**src/rtl/lc3b_types.sv**
```systemverilog
// Shared LC-3b types and the MMIO counter-bridge constants.
package lc3b_types;

    typedef logic [15:0] lc3b_word;

    localparam lc3b_word lc3b_ctr_base = 16'hFFEE;
    localparam int lc3b_ctr_count = 9;

    typedef enum logic [2:0] {
        ST_IDLE,
        ST_CACHE,
        ST_CTR_RD,
        ST_CTR_WR,
        ST_CTR_RESP,
        ST_DRAIN
    } mmio_bridge_state_t;

endpackage

```
**src/rtl/mmio_counter_bridge_if.sv**
```systemverilog
// CPU-side data-memory port (MEM stage <-> bridge).
interface mmio_counter_bridge_if;
    import lc3b_types::*;

    logic     mem_read;
    logic     mem_write;
    lc3b_word mem_address;
    lc3b_word mem_wdata;
    logic [1:0] mem_byte_enable;
    logic     mem_resp;
    lc3b_word mem_rdata;

    modport master (
        output mem_read, mem_write, mem_address,
        output mem_wdata, mem_byte_enable,
        input  mem_resp, mem_rdata
    );

    modport slave (
        input  mem_read, mem_write, mem_address,
        input  mem_wdata, mem_byte_enable,
        output mem_resp, mem_rdata
    );

endinterface

```
**src/rtl/mmio_counter_bridge_decode.sv**
```systemverilog
// Combinational address-window decode for word-addressed MMIO devices.
module mmio_window_decode
    import lc3b_types::*;
#(
    parameter lc3b_word BASE  = lc3b_ctr_base,
    parameter int       COUNT = lc3b_ctr_count
) (
    input  lc3b_word addr,
    output logic     in_win,
    output lc3b_word masked
);

    // 17-bit upper bound so a window touching 16'hFFFF never wraps
    localparam logic [16:0] LAST = {1'b0, BASE} + 17'(2 * (COUNT - 1));

    always_comb begin
        masked = addr & 16'hFFFE;
        in_win = (masked >= BASE) && ({1'b0, masked} <= LAST);
    end

endmodule

```
**src/rtl/mmio_counter_bridge.sv**
```systemverilog
// Routes MEM-stage accesses to the perf-counter block or the dcache.
module mmio_counter_bridge
    import lc3b_types::*;
#(
    parameter lc3b_word CTR_BASE    = lc3b_ctr_base,
    parameter int       CTR_COUNT   = lc3b_ctr_count,
    parameter int       CTR_LATENCY = 1
) (
    input  logic                        clk,
    input  logic                        rst_n,
    mmio_counter_bridge_if.slave        mem,
    output logic                        dcache_read,
    output logic                        dcache_write,
    output lc3b_word                    dcache_address,
    output lc3b_word                    dcache_wdata,
    output logic [1:0]                  dcache_byte_enable,
    input  logic                        dcache_resp,
    input  lc3b_word                    dcache_rdata,
    output logic                        counter_read,
    output logic                        counter_write,
    output lc3b_word                    counter_address,
    input  lc3b_word                    counter_data
);

    localparam logic [1:0] LAST_WAIT = 2'(CTR_LATENCY - 1);

    mmio_bridge_state_t state_q, state_d;
    logic [1:0] wait_q, wait_d;
    lc3b_word   rdata_q, rdata_d;
    lc3b_word   addr_q, addr_d;

    logic     in_win;
    lc3b_word masked;
    logic     req;
    logic     fwd;
    logic     ctr_st;

    mmio_window_decode #(
        .BASE  (CTR_BASE),
        .COUNT (CTR_COUNT)
    ) u_decode (
        .addr   (mem.mem_address),
        .in_win (in_win),
        .masked (masked)
    );

    always_comb begin
        req    = mem.mem_read | mem.mem_write;
        fwd    = ((state_q == ST_IDLE) && req && !in_win) ||
                 (state_q == ST_CACHE);
        ctr_st = (state_q == ST_CTR_RD) || (state_q == ST_CTR_WR) ||
                 (state_q == ST_CTR_RESP);
    end

    always_comb begin
        state_d = state_q;
        wait_d  = wait_q;
        rdata_d = rdata_q;
        addr_d  = addr_q;
        unique case (state_q)
            ST_IDLE: begin
                if (req && !in_win) begin
                    state_d = dcache_resp ? ST_DRAIN : ST_CACHE;
                end else if (mem.mem_read && in_win) begin
                    state_d = ST_CTR_RD;
                    addr_d  = masked;
                    wait_d  = '0;
                end else if (mem.mem_write && in_win) begin
                    state_d = ST_CTR_WR;
                    addr_d  = masked;
                    rdata_d = '0;
                end
            end
            ST_CACHE: begin
                if (dcache_resp) state_d = ST_DRAIN;
            end
            ST_CTR_RD: begin
                if (wait_q == LAST_WAIT) begin
                    rdata_d = counter_data;
                    wait_d  = '0;
                    state_d = ST_CTR_RESP;
                end else begin
                    wait_d = wait_q + 2'd1;
                end
            end
            ST_CTR_WR:   state_d = ST_CTR_RESP;
            ST_CTR_RESP: state_d = ST_DRAIN;
            ST_DRAIN:    state_d = ST_IDLE;
            default:     state_d = ST_IDLE;
        endcase
    end

    always_ff @(posedge clk or negedge rst_n) begin
        if (!rst_n) begin
            state_q <= ST_IDLE;
            wait_q  <= '0;
            rdata_q <= '0;
            addr_q  <= '0;
        end else begin
            state_q <= state_d;
            wait_q  <= wait_d;
            rdata_q <= rdata_d;
            addr_q  <= addr_d;
        end
    end

    // Cache path is a straight wire; counter strobes come from state flops
    always_comb begin
        dcache_read        = fwd & mem.mem_read;
        dcache_write       = fwd & mem.mem_write & ~mem.mem_read;
        dcache_address     = ctr_st ? addr_q :
                             (in_win ? masked : mem.mem_address);
        dcache_wdata       = mem.mem_wdata;
        dcache_byte_enable = mem.mem_byte_enable;
        counter_read       = (state_q == ST_CTR_RD);
        counter_write      = (state_q == ST_CTR_WR);
        counter_address    = addr_q;
        mem.mem_resp       = (state_q == ST_CTR_RESP) | (fwd & dcache_resp);
        if (state_q == ST_CTR_RESP) begin
            mem.mem_rdata = rdata_q;
        end else if (state_q == ST_CACHE || (fwd && dcache_resp)) begin
            mem.mem_rdata = dcache_rdata;
        end else begin
            mem.mem_rdata = '0;
        end
    end

endmodule

```
**src/flat_wrapper.sv**
```systemverilog
// flat-port wrapper written by rule: the top's interface ports become plain ports
module mmio_counter_bridge_flat import lc3b_types::*;
#(
    parameter lc3b_word CTR_BASE    = lc3b_ctr_base,
    parameter int       CTR_COUNT   = lc3b_ctr_count,
    parameter int       CTR_LATENCY = 1
)
  (clk, rst_n, dcache_read, dcache_write, dcache_address, dcache_wdata, dcache_byte_enable, dcache_resp, dcache_rdata, counter_read, counter_write, counter_address, counter_data, mem_mem_read, mem_mem_write, mem_mem_address, mem_mem_wdata, mem_mem_byte_enable, mem_mem_resp, mem_mem_rdata);
  mmio_counter_bridge_if mem_i ();
  input  logic clk;
  input  logic rst_n;
  output logic dcache_read;
  output logic dcache_write;
  output lc3b_word dcache_address;
  output lc3b_word dcache_wdata;
  output logic [1:0] dcache_byte_enable;
  input  logic dcache_resp;
  input  lc3b_word dcache_rdata;
  output logic counter_read;
  output logic counter_write;
  output lc3b_word counter_address;
  input  lc3b_word counter_data;
  input wire logic [$bits(mem_i.mem_read)-1:0] mem_mem_read;
  input wire logic [$bits(mem_i.mem_write)-1:0] mem_mem_write;
  input wire logic [$bits(mem_i.mem_address)-1:0] mem_mem_address;
  input wire logic [$bits(mem_i.mem_wdata)-1:0] mem_mem_wdata;
  input wire logic [$bits(mem_i.mem_byte_enable)-1:0] mem_mem_byte_enable;
  output wire logic [$bits(mem_i.mem_resp)-1:0] mem_mem_resp;
  output wire logic [$bits(mem_i.mem_rdata)-1:0] mem_mem_rdata;
  assign mem_i.mem_read = mem_mem_read;
  assign mem_i.mem_write = mem_mem_write;
  assign mem_i.mem_address = mem_mem_address;
  assign mem_i.mem_wdata = mem_mem_wdata;
  assign mem_i.mem_byte_enable = mem_mem_byte_enable;
  assign mem_mem_resp = mem_i.mem_resp;
  assign mem_mem_rdata = mem_i.mem_rdata;
  mmio_counter_bridge #(.CTR_BASE(CTR_BASE), .CTR_COUNT(CTR_COUNT), .CTR_LATENCY(CTR_LATENCY)) u_core (.clk(clk), .rst_n(rst_n), .mem(mem_i), .dcache_read(dcache_read), .dcache_write(dcache_write), .dcache_address(dcache_address), .dcache_wdata(dcache_wdata), .dcache_byte_enable(dcache_byte_enable), .dcache_resp(dcache_resp), .dcache_rdata(dcache_rdata), .counter_read(counter_read), .counter_write(counter_write), .counter_address(counter_address), .counter_data(counter_data));
endmodule
```
**config.mk**
```make
export PLATFORM = sky130hd
export DESIGN_NAME = mmio_counter_bridge_flat
export DESIGN_NICKNAME = d
export VERILOG_FILES = /design/src/rtl/lc3b_types.sv /design/src/rtl/mmio_counter_bridge_if.sv /design/src/rtl/mmio_counter_bridge_decode.sv /design/src/rtl/mmio_counter_bridge.sv /design/src/flat_wrapper.sv
export SDC_FILE = /design/constraint.sdc
export NUM_CORES = 1
export LEC_CHECK = 0
export CAP_MARGIN = 25
export CORE_ASPECT_RATIO = 1.4
export CORE_MARGIN = 3
export CORE_UTILIZATION = 40
export DETAILED_ROUTE_END_ITERATION = 6
export GPL_TIMING_DRIVEN = 0
export PLACE_DENSITY = 0.91
export REMOVE_ABC_BUFFERS = 1
export SKIP_LAST_GASP = 1
export SYNTH_ARGS = -nofsm -noshare
export SYNTH_HDL_FRONTEND = slang
export SYNTH_HIERARCHICAL = 1
export SYNTH_SLANG_ARGS = --single-unit
```
**constraint.sdc**
```tcl
create_clock -name clk -period 3.2 [get_ports clk]
set_input_delay 0.64 -clock clk [delete_from_list [all_inputs] [get_ports clk]]
set_output_delay 0.64 -clock clk [all_outputs]
set_load 0.01 [all_outputs]
```
==> results of run 1 <==
-- layout make-up --
cell class	count	area share (%)
clock buffers	7	2.57
clock inverters	1	0.133
inverters	4	0.400
multi-input cells	142	38.6
flip-flops and latches	37	24.7
well taps	72	2.40
repair buffers	124	31.2
-- report_power, final --
group / internal, W / total (W) / leakage [nW] / switching, W
Clock: 0.000195 / 0.000359 / 0.0542 / 0.000165
Combinational: 0.000515 / 0.000947 / 1.19 / 0.000431
Sequential: 0.000479 / 0.000527 / 0.512 / 0.0000477
Total: 0.00119 / 0.00183 / 1.75 / 0.000643
-- cell families (layout without fill, tap and decap cells) --
kind of cell / after synthesis / in the layout / synth area share [%]
AND/OR/NAND/NOR: 24 / 27 / 8.16
AO/OA/AOI/OAI: 47 / 47 / 12.3
other: 1 / 1 / 0.143
flip-flops: 37 / 37 / 35.3
adder cells (fa/ha/maj): 2 / 2 / 0.954
multiplexers: 64 / 64 / 28.1
XOR/XNOR: 1 / 1 / 0.334
buffers and inverters: 53 / 136 / 14.6
-- timing repair --
| item | CTS | global route |
|---|---|---|
| cloned | 1 | 2 |
| setup endpoints to repair | 35 | 29 |
| pin swaps | 4 | 3 |
| resized for setup | 57 | 22 |
| buffers inserted | 13 | 2 |
-- metal layers --
metal / track usage, % / up-vias / wire length [um]
li1: - / 970 / -
met1: 18.9 / 1003 / 2640
met2: 32.7 / 115 / 3630
met3: 6.26 / 6 / 643
met4: 3.15 / 0 / 50
met5: 2.08 / - / 0
-- state kept, by name (all words and copies together) (netlist names) --
name                    flops
u_core/wait_q               2
u_core/rdata_q             16
u_core/state_q              3
u_core/counter_address     16
-- layout by cell type, fill, tap and decap left out, types with 3 or more instances in the layout --
cell / netlist / final
sky130_fd_sc_hd__buf_4: 37 / 16
sky130_fd_sc_hd__clkdlybuf4s15_2: 0 / 4
sky130_fd_sc_hd__nand2b_1: 4 / 3
sky130_fd_sc_hd__a21oi_1: 18 / 14
sky130_fd_sc_hd__nand4b_4: 0 / 4
sky130_fd_sc_hd__dfrtp_1: 37 / 37
sky130_fd_sc_hd__mux2i_1: 16 / 16
sky130_fd_sc_hd__inv_1: 4 / 4
sky130_fd_sc_hd__mux2_2: 38 / 38
sky130_fd_sc_hd__clkbuf_8: 0 / 7
sky130_fd_sc_hd__a21oi_2: 0 / 4
sky130_fd_sc_hd__o21ai_0: 3 / 3
sky130_fd_sc_hd__clkdlybuf4s50_1: 0 / 69
sky130_fd_sc_hd__mux2_4: 10 / 10
sky130_fd_sc_hd__and2_1: 3 / 3
sky130_fd_sc_hd__clkdlybuf4s15_1: 0 / 13
sky130_fd_sc_hd__a22o_1: 18 / 18
sky130_fd_sc_hd__clkbuf_2: 1 / 5
sky130_fd_sc_hd__dlygate4sd2_1: 0 / 12
-- critical path: cells and delay by family --
kind / cells / cell delay [ns]
buffers and inverters: 4 / 1.11
AND/OR/NAND/NOR: 2 / 0.29
AO/OA/AOI/OAI: 2 / 0.43
-- stage by stage --
stage / TNS (ns) / instances / setup WS, ns / utilization, %
global route: -0.00805 / 387 / -0.00805 / 59.6
finish: 0 / 387 / 0.0792 / 59.6
detailed placement: -34.94 / 361 / -1.03 / 54.7
CTS: -0.00680 / 383 / -0.00680 / 58.5
floorplan: -65.71 / 180 / -1.17 / -
global placement: -219.44 / 357 / -3.55 / 53.9
-- path summary, 6_finish.rpt --
| check | startpoint | to | slack, ns | depth (start not counted) |
|---|---|---|---|---|
| hold reg to reg | u_core/rdata_q[0]$_DFFE_PN0P_ | u_core/rdata_q[0]$_DFFE_PN0P_ | 0.51 | 1 |
| setup / recovery | mem_mem_address[2] | mem_mem_rdata[10] | 0.08 | 8 |
| setup reg to reg | u_core/state_q[0]$_DFFE_PN0P_ | u_core/counter_address[9]$_DFFE_PN0P_ | 1.29 | 3 |
| hold / removal | rst_n | u_core/state_q[0]$_DFFE_PN0P_ | 0.45 | 1 |
| max in group asynchronous | rst_n | u_core/counter_address[10]$_DFFE_PN0P_ | 2.23 | 1 |
| min in group clk | u_core/rdata_q[0]$_DFFE_PN0P_ | u_core/rdata_q[0]$_DFFE_PN0P_ | 0.51 | 1 |
-- cell usage after synthesis, drive strengths merged, types with 2 or more instances --
master | count | area share [%]
nand4 | 2 | 0.48
dfrtp | 37 | 35
a31oi | 2 | 0.48
a21oi | 18 | 3.4
inv | 4 | 0.57
buf | 46 | 14
nand2b | 4 | 0.95
and3b | 2 | 0.67
nor2 | 2 | 0.91
ha | 2 | 0.95
clkbuf | 3 | 0.48
o21ai | 3 | 0.57
a21o | 2 | 0.57
a22o | 18 | 6.0
and2 | 3 | 0.72
nand3 | 2 | 0.86
mux2 | 48 | 22
nor3b | 2 | 1.2
mux2i | 16 | 6.1
==> results.rst, run 1 <==
.. list-table::
   :header-rows: 1

   * - Metric
     - Value
   * - Type of the worst setup path
     - in -> out
   * - Total Wirelength
     - 6970 um
   * - Area of the multi-input gates
     - 1450 sq um
   * - Number of global-route vias before repair
     - 2213
   * - FFs w/ async S/R, synth
     - 100%
   * - Seq cells post-synth
     - 37
   * - Total power density per cell area
     - 489 nW/um^2
   * - Remaining global-route overflow
     - 0
   * - Hold Vio Cnt, Final
     - 0
   * - Max Freq
     - 0.320 GHz
   * - Share of final-layout standard cells stronger than drive strength 1
     - 33.7%
   * - Number of distinct library cells after synthesis
     - 40
   * - Maximum net fanout on the critical path
     - 7
   * - Sequence of cells on the critical path
     - dlygate4sd2_1 -> a31oi_2 -> nor4_4 -> buf_4 -> buf_6 -> nand4b_4 -> a21oi_1 -> clkdlybuf4s50_1
   * - Clock network latency to the later pin of the worst-skew pair
     - 0.28 ns
   * - Slew margin rel.
     - 45.3%
   * - Post-route clock skew
     - 0.00950 ns
   * - Standard cell core area
     - 6300 sq um
   * - Number of sinks handled by clock tree synthesis
     - 37
   * - Ant diodes
     - 0
   * - Die footprint
     - 7580 sq um
   * - Startpoint Class
     - primary input
   * - Number of design rule violations left after detail routing
     - 0
   * - Global placement routability congestion
     - 0.816
   * - Die span in y
     - 102 um
   * - Most used DFF post-synth
     - sky130_fd_sc_hd__dfrtp_1
   * - Post-Synthesis Cell Area
     - 2620 sq um
   * - Number of hold buffers added after cts
     - 0
   * - Type of destination of the critical path
     - primary output
   * - Routed WL per cell
     - 18.0 um
   * - Initial Utilization
     - 41.7%
   * - Slowest stage cell on the critical path
     - sky130_fd_sc_hd__clkdlybuf4s50_1
   * - Final Max Slew Viols
     - 0
   * - Vias post-DR
     - 2094
   * - Warnings from Yosys
     - 6
   * - Critical path data required time
     - 2.56 ns
   * - Number of violations reported at the end of detailed-routing iteration 0
     - 57
   * - Clock tree from TritonCTS
     - done
   * - Slew @ Worst Pin
     - 0.821 ns
   * - WHS
     - 0.446 ns
   * - Clk slew on worst S/H paths
     - 0.08 ns
   * - Unrepaired setup endpoints after global routing
     - yes
   * - Hold/Removal Path Class
     - in -> async
   * - Setup violation total in the final timing report
     - 0
   * - Maximum root-to-sink buffer count
     - 2
   * - Post-synthesis instance total
     - 229
   * - Half-perimeter wire length after detailed placement
     - 4900 um
   * - Htree depth
     - 2
   * - Number of buffers created by CTS
     - 5
   * - Mean post-synth cell area
     - 11.5 sq um
   * - Max-cap viol count
     - 0
   * - Maximum number of pins on one net before global-route repair
     - 38
   * - Net count of the finished layout
     - 387
   * - Area overhead of the layout relative to synthesis
     - 43.0%
   * - Overall die width
     - 74.4 um
   * - VDD IR max
     - 0.370 mV
   * - Worst Path Arrival
     - 2.48 ns
   * - Top-level I/O count
     - 142
   * - Sequential-to-total area share from yosys stat
     - 35.3%
   * - Summed area of non-filler cells in the final layout
     - 3750 sq um
   * - Site row count
     - 34
   * - Antenna violations before repair
     - 0
   * - Filler instances
     - 527
   * - Detail-routed via count per cell
     - 5.41
   * - Crit path time final
     - 3.12 ns
   * - Global-route wire length before repair
     - 10400 um
   * - Power after layout
     - 0.00183 W
   * - Root Buffer Master
     - sky130_fd_sc_hd__clkbuf_8
   * - Sequential cell area
     - 926 sq um
   * - Pre-antenna DRT Iters
     - 4
   * - Total routing usage reported by global routing
     - 17.6%
   * - Instance area after placement
     - 3450 sq um
   * - Lkg Pwr
     - 1.75 nW
   * - Delay of the slowest cell on the worst path
     - 0.56 ns
   * - Port-buffer cells
     - 105
   * - Result of the run
     - complete, no violations
   * - Final Cycle Share
     - 97.5%
   * - Number of synthesized flops with an enable pin
     - 0
   * - Remaining number of nets flagged by the antenna check after routing
     - 0
Note: power is estimated with default switching activity, not from simulation.
==> run 2, diff against run 1 <==
--- a/config.mk
+++ b/config.mk
@@ -12,6 +12,7 @@
 export DETAILED_ROUTE_END_ITERATION = 6
 export GPL_TIMING_DRIVEN = 0
 export PLACE_DENSITY = 0.91
+export RECOVER_POWER = 100
 export REMOVE_ABC_BUFFERS = 1
 export SKIP_LAST_GASP = 1
 export SYNTH_ARGS = -nofsm -noshare
==> results.rst, run 2 (synthesized netlist as in run 1, its figures left out) <==
.. list-table::
   :header-rows: 1

   * - Metric
     - Value
   * - Hold Vio Cnt, Final
     - 0
   * - Maximum root-to-sink buffer count
     - 2
   * - Switching power of the nets
     - 0.000643 W
   * - Power after layout
     - 0.00183 W
   * - Combinational Power Share
     - 51.6%
   * - Internal Pwr Total
     - 0.00119 W
   * - Area overhead of the layout relative to synthesis
     - 43.0%
   * - Remaining number of nets flagged by the antenna check after routing
     - 0
   * - Clock tree from TritonCTS
     - done
   * - Sw frac
     - 35.1%
   * - Max-cap viol count
     - 1
   * - Die span in y
     - 102 um
   * - Setup_tns
     - 0 ns
   * - Antenna violations before repair
     - 0
   * - Critical path data required time
     - 2.56 ns
   * - Lkg Pwr
     - 1.81 nW
   * - Net count of the finished layout
     - 387
   * - Final Max Slew Viols
     - 38
   * - Routed length on met3
     - 644 um
   * - Maximum net fanout on the critical path
     - 7
   * - Number of buffers created by CTS
     - 5
   * - Initial Utilization
     - 41.7%
   * - Share of final-layout standard cells stronger than drive strength 1
     - 33.3%
   * - VDD IR max
     - 0.370 mV
   * - Number of design rule violations left after detail routing
     - 0
   * - Startpoint Class
     - primary input
   * - Number of global-route vias before repair
     - 2213
   * - Total Wirelength
     - 6960 um
   * - Total power density per cell area
     - 489 nW/um^2
   * - Global placement routability congestion
     - 0.816
   * - Slew margin rel.
     - -31.2%
   * - Type of the worst setup path
     - in -> out
   * - Met2 WL post-DR
     - 3630 um
   * - Violated checks
     - max-capacitance violations, max-slew violations
   * - Standard cell core area
     - 6300 sq um
   * - Post-place setup slack
     - -1.03 ns
   * - Met1 Routed Length
     - 2640 um
   * - Worst Path Arrival
     - 2.48 ns
   * - Hold/Removal Path Class
     - reg -> reg
   * - Root Buffer Master
     - sky130_fd_sc_hd__clkbuf_8
   * - Number of violations reported at the end of detailed-routing iteration 0
     - 60
   * - Routed WL per cell
     - 18.0 um
   * - Post-route core utilization
     - 59.6%
   * - Half-perimeter wire length after detailed placement
     - 4900 um
   * - Overall die width
     - 74.4 um
   * - Unrepaired setup endpoints after global routing
     - yes
   * - Htree depth
     - 2
   * - Final Cycle Share
     - 97.5%
   * - Slack of the critical path
     - 0.0794 ns
   * - Remaining global-route overflow
     - 0
   * - Uppermost layer routed
     - met4
   * - Maximum number of pins on one net before global-route repair
     - 38
   * - Top-level I/O count
     - 142
   * - Result of the run
     - finished, violations left
   * - Type of destination of the critical path
     - primary output
   * - Site row count
     - 34
   * - Global-route wire length before repair
     - 10400 um
   * - Crit path time final
     - 3.12 ns
   * - Total routing usage reported by global routing
     - 17.6%
   * - Number of hold buffers added after cts
     - 0
   * - Pre-antenna DRT Iters
     - 4
   * - Detail-routed via count per cell
     - 5.41
   * - Number of sinks handled by clock tree synthesis
     - 37
   * - Setup violation total in the final timing report
     - 0
   * - Clk slew on worst S/H paths
     - 0.07 ns
   * - Share of total power in sequential cells
     - 28.7%
   * - Most frequent standard cell in the layout excluding fill and tap cells
     - sky130_fd_sc_hd__clkdlybuf4s50_1
   * - Share of power burned in the clock network
     - 19.6%
   * - Ant diodes
     - 0
   * - Post-route clock skew
     - 0.00950 ns
   * - Max Freq
     - 0.320 GHz
   * - Most frequent cells in the layout
     - sky130_fd_sc_hd__clkdlybuf4s50_1 (53), sky130_fd_sc_hd__mux2_2 (38), sky130_fd_sc_hd__dfrtp_1 (37)
   * - Vias post-DR
     - 2095
   * - Die footprint
     - 7580 sq um
   * - Port-buffer cells
     - 105
   * - Clock network latency to the later pin of the worst-skew pair
     - 0.28 ns
   * - Slew @ Worst Pin
     - 1.97 ns
==> run 2: changes by cell type in the layout (fill, tap and decap cells not counted) <==
cell                              before  now
sky130_fd_sc_hd__clkdlybuf4s50_1      69   53
sky130_fd_sc_hd__buf_2                 1    0
sky130_fd_sc_hd__clkbuf_1              0    1
sky130_fd_sc_hd__dlygate4sd3_1         0   16
==> run 2: final timing paths <==
kind / start / to / slack, ns / cells past startpoint
setup / recovery: mem_mem_address[2] / mem_mem_rdata[10] / 0.08 / 8
hold / removal: u_core/rdata_q[0]$_DFFE_PN0P_ / u_core/rdata_q[0]$_DFFE_PN0P_ / 0.51 / 1
min in group asynchronous: rst_n / u_core/state_q[0]$_DFFE_PN0P_ / 0.90 / 1
setup reg to reg: u_core/state_q[0]$_DFFE_PN0P_ / u_core/counter_address[9]$_DFFE_PN0P_ / 1.28 / 3
max in group asynchronous: rst_n / u_core/counter_address[10]$_DFFE_PN0P_ / 1.16 / 1
hold reg to reg: u_core/rdata_q[0]$_DFFE_PN0P_ / u_core/rdata_q[0]$_DFFE_PN0P_ / 0.51 / 1
==> run 2: critical path: stages <==
cell and delay [ns]:
sky130_fd_sc_hd__dlygate4sd2_1 0.28, sky130_fd_sc_hd__a31oi_2 0.24, sky130_fd_sc_hd__nor4_4 0.06, sky130_fd_sc_hd__buf_4 0.14
sky130_fd_sc_hd__buf_6 0.13, sky130_fd_sc_hd__nand4b_4 0.23, sky130_fd_sc_hd__a21oi_1 0.19, sky130_fd_sc_hd__clkdlybuf4s50_1 0.56
==> run 2: power groups by stage <==
stage	logic [W]	registers, W	clock network, W
2_1_floorplan	0.000443	0.000525	0
3_3_place_gp	0.000890	0.000530	0
3_5_place_dp	0.000911	0.000536	0
4_1_cts	0.000909	0.000527	0.000373
5_1_grt	0.00101	0.000533	0.000387
6_report	0.000946	0.000527	0.000359
==> run 2: layout make-up <==
cell class | count | area [sq um]
fill | 528 | 2550
multi-input combinational | 142 | 1450
timing repair buffer | 124 | 1170
sequential | 37 | 926
clock buffer | 7 | 96.3
tap | 72 | 90.1
inverter | 4 | 15.0
clock inverter | 1 | 5.00
==> run 2: metrics by stage <==
| step | hold slack [ns] | cells | area (sq um) |
|---|---|---|---|
| 3_3_place_gp | 0.483 | 357 | 3390 |
| 4_1_cts | 0.472 | 383 | 3680 |
| 3_5_place_dp | 0.486 | 361 | 3450 |
| 2_1_floorplan | 0.344 | 180 | 2250 |
| 5_1_grt | 0.529 | 387 | 3750 |
| 6_report | 0.510 | 387 | 3750 |
==> run 2: per-layer routing <==
layer	track usage [%]	vias to the layer above
met1	18.9	1004
met5	2.08	-
li1	-	970
met4	3.15	0
met3	6.26	6
met2	32.7	115
==> run 2: what timing repair did <==
action                     4_1_cts  5_1_grt
gates cloned                     1        2
setup endpoints to repair       35       29
pin swaps                        4        3
resized for setup               57       22
setup buffers                   13        2
==> run 3, diff against run 2 <==
--- a/config.mk
+++ b/config.mk
@@ -6,12 +6,14 @@
 export NUM_CORES = 1
 export LEC_CHECK = 0
 export CAP_MARGIN = 25
-export CORE_ASPECT_RATIO = 1.4
+export CELL_PAD_IN_SITES_DETAIL_PLACEMENT = 0
+export CELL_PAD_IN_SITES_GLOBAL_PLACEMENT = 1
+export CORE_ASPECT_RATIO = 1.25
 export CORE_MARGIN = 3
-export CORE_UTILIZATION = 40
+export CORE_UTILIZATION = 29
 export DETAILED_ROUTE_END_ITERATION = 6
 export GPL_TIMING_DRIVEN = 0
-export PLACE_DENSITY = 0.91
+export PLACE_DENSITY = 0.9
 export RECOVER_POWER = 100
 export REMOVE_ABC_BUFFERS = 1
 export SKIP_LAST_GASP = 1
==> results.rst, run 3 (synthesized netlist as in run 1, its figures left out) <==
.. list-table::
   :header-rows: 1

   * - Metric
     - Value
   * - Result of the run
     - finished, violations left
   * - Violated checks
     - max-capacitance violations, max-slew violations
   * - Number of buffers created by CTS
     - 5
   * - Post-route clock skew
     - 0.00537 ns
   * - Port-buffer cells
     - 105
   * - Total power density per cell area
     - 454 nW/um^2
   * - Slowest stage cell on the critical path
     - sky130_fd_sc_hd__mux2_2
   * - Most frequent cells in the layout
     - sky130_fd_sc_hd__clkdlybuf4s50_1 (38), sky130_fd_sc_hd__mux2_2 (38), sky130_fd_sc_hd__dfrtp_1 (37)
   * - Sequential cell area
     - 926 sq um
   * - Final std cells w/o fill
     - 430
   * - Total routing usage reported by global routing
     - 13.9%
   * - Remaining number of nets flagged by the antenna check after routing
     - 0
   * - Setup_tns
     - 0 ns
   * - Final Cycle Share
     - 96.8%
   * - Maximum net fanout on the critical path
     - 4
   * - Vias post-DR
     - 2047
   * - Setup violation total in the final timing report
     - 0
   * - Hold Vio Cnt, Final
     - 0
   * - Clock tree from TritonCTS
     - done
   * - Startpoint Class
     - primary input
   * - Site row count
     - 38
   * - Type of destination of the critical path
     - primary output
   * - Max-cap viol count
     - 1
   * - VDD IR max
     - 0.219 mV
   * - Initial Utilization
     - 30.0%
   * - Clk slew on worst S/H paths
     - 0.07 ns
   * - Half-perimeter wire length after detailed placement
     - 4940 um
   * - Net count of the finished layout
     - 383
   * - Power after layout
     - 0.00169 W
   * - Area overhead of the layout relative to synthesis
     - 41.9%
   * - Die footprint
     - 10200 sq um
   * - WHS
     - 0.505 ns
   * - Standard cell core area
     - 8750 sq um
   * - Die span in y
     - 112 um
   * - Ant diodes
     - 0
   * - Worst Path Arrival
     - 2.46 ns
   * - Global placement routability congestion
     - 0.676
   * - Filler instances
     - 862
   * - Sequence of cells on the critical path
     - clkdlybuf4s15_2 -> nand4_1 -> nor4_4 -> buf_4 -> buf_4 -> mux2_2 -> mux2_2 -> dlygate4sd2_1
   * - Slew margin rel.
     - -34.5%
   * - Number of sinks handled by clock tree synthesis
     - 37
   * - Hold/Removal Path Class
     - reg -> reg
   * - Critical path data required time
     - 2.56 ns
   * - Lkg Pwr
     - 1.79 nW
   * - Number of violations reported at the end of detailed-routing iteration 0
     - 60
   * - Total Wirelength
     - 7080 um
   * - Crit path time final
     - 3.10 ns
   * - Root Buffer Master
     - sky130_fd_sc_hd__clkbuf_8
   * - Routed WL per cell
     - 16.5 um
   * - Number of design rule violations left after detail routing
     - 0
   * - Number of global-route vias before repair
     - 2169
   * - Max Freq
     - 0.323 GHz
   * - Slew @ Worst Pin
     - 2.02 ns
   * - Unrepaired setup endpoints after global routing
     - yes
   * - Maximum number of pins on one net before global-route repair
     - 38
   * - Overall die width
     - 91.1 um
   * - Area of the multi-input gates
     - 1420 sq um
   * - Top-level I/O count
     - 142
   * - Delay of the slowest cell on the worst path
     - 0.32 ns
   * - Clock network latency to the later pin of the worst-skew pair
     - 0.28 ns
   * - Htree depth
     - 2
   * - Maximum root-to-sink buffer count
     - 2
   * - Pre-antenna DRT Iters
     - 4
   * - Type of the worst setup path
     - in -> out
   * - Placed Instances
     - 410
   * - Share of final-layout standard cells stronger than drive strength 1
     - 27.7%
   * - Global-route wire length before repair
     - 11300 um
   * - Antenna violations before repair
     - 0
   * - Remaining global-route overflow
     - 0
   * - Number of hold buffers added after cts
     - 0
   * - Detail-routed via count per cell
     - 4.76
   * - Final Max Slew Viols
     - 38
-- run 3: changes by cell type in the layout (fill, tap and decap cells not counted), sizes merged, moves of 5 or more --
cell and change:
buf -5, clkdlybuf4s50 -15, clkdlybuf4s15 +6, dlygate4sd2 +10
-- run 3: layout make-up --
class                   instances  share of cell area (%)
well taps                     120                    4.03
flip-flops and latches         37                    24.9
inverters                       4                   0.403
multi-input cells             142                    38.1
clock buffers                   7                    2.32
repair buffers                120                    30.2
-- run 3: final timing paths --
check / end / slack, ns / cells past startpoint / startpoint
min in group asynchronous: u_core/rdata_q[0]$_DFFE_PN0P_ / 0.93 / 1 / rst_n
max in group asynchronous: u_core/counter_address[13]$_DFFE_PN0P_ / 1.12 / 1 / rst_n
max reg2reg: u_core/counter_address[8]$_DFFE_PN0P_ / 0.73 / 3 / u_core/state_q[1]$_DFFE_PN0P_
max: dcache_address[1] / 0.10 / 8 / mem_mem_address[12]
min: u_core/rdata_q[10]$_DFFE_PN0P_ / 0.51 / 1 / u_core/rdata_q[10]$_DFFE_PN0P_
min reg2reg: u_core/rdata_q[10]$_DFFE_PN0P_ / 0.51 / 1 / u_core/rdata_q[10]$_DFFE_PN0P_
-- run 3: stage by stage --
step | utilization (%) | cell area, sq um | worst slack [ns]
after floorplan | - | 2250 | -1.17
after global placement | 39.5 | 3450 | -3.72
after detailed placement | 40.1 | 3510 | -1.04
after CTS | 42.5 | 3720 | 0.00347
after global routing | 42.5 | 3720 | -0.0234
final | 42.5 | 3720 | 0.102
-- run 3: repair_timing --
item / CTS / global route
cloned: 3 / 0
setup buffers: 8 / 2
endpoints found under the setup margin: 35 / 30
pin swaps: 4 / 3
gates resized for setup: 74 / 27
-- run 3: layer usage --
metal / vias to the layer above / part of all wire (%) / global-route usage [%]
met5: - / 0 / 0
li1: 968 / - / -
met3: 4 / 8.4 / 4.56
met1: 965 / 42 / 16.5
met4: 0 / 0.54 / 3.02
met2: 110 / 49 / 24.3
-- run 3: report_power, final --
group	internal [W]	leakage, nW	switching [W]	total (W)
Combinational	0.000431	1.24	0.000408	0.000839
Clock	0.000171	0.0443	0.000159	0.000330
Sequential	0.000479	0.512	0.0000417	0.000521
Total	0.00108	1.79	0.000609	0.00169
-- run 3: worst max-delay path, delay by kind of cell --
family	cells	cell delay [ns]
buffers and inverters	4	0.75
and+or+nand+nor	2	0.48
muxes	2	0.59
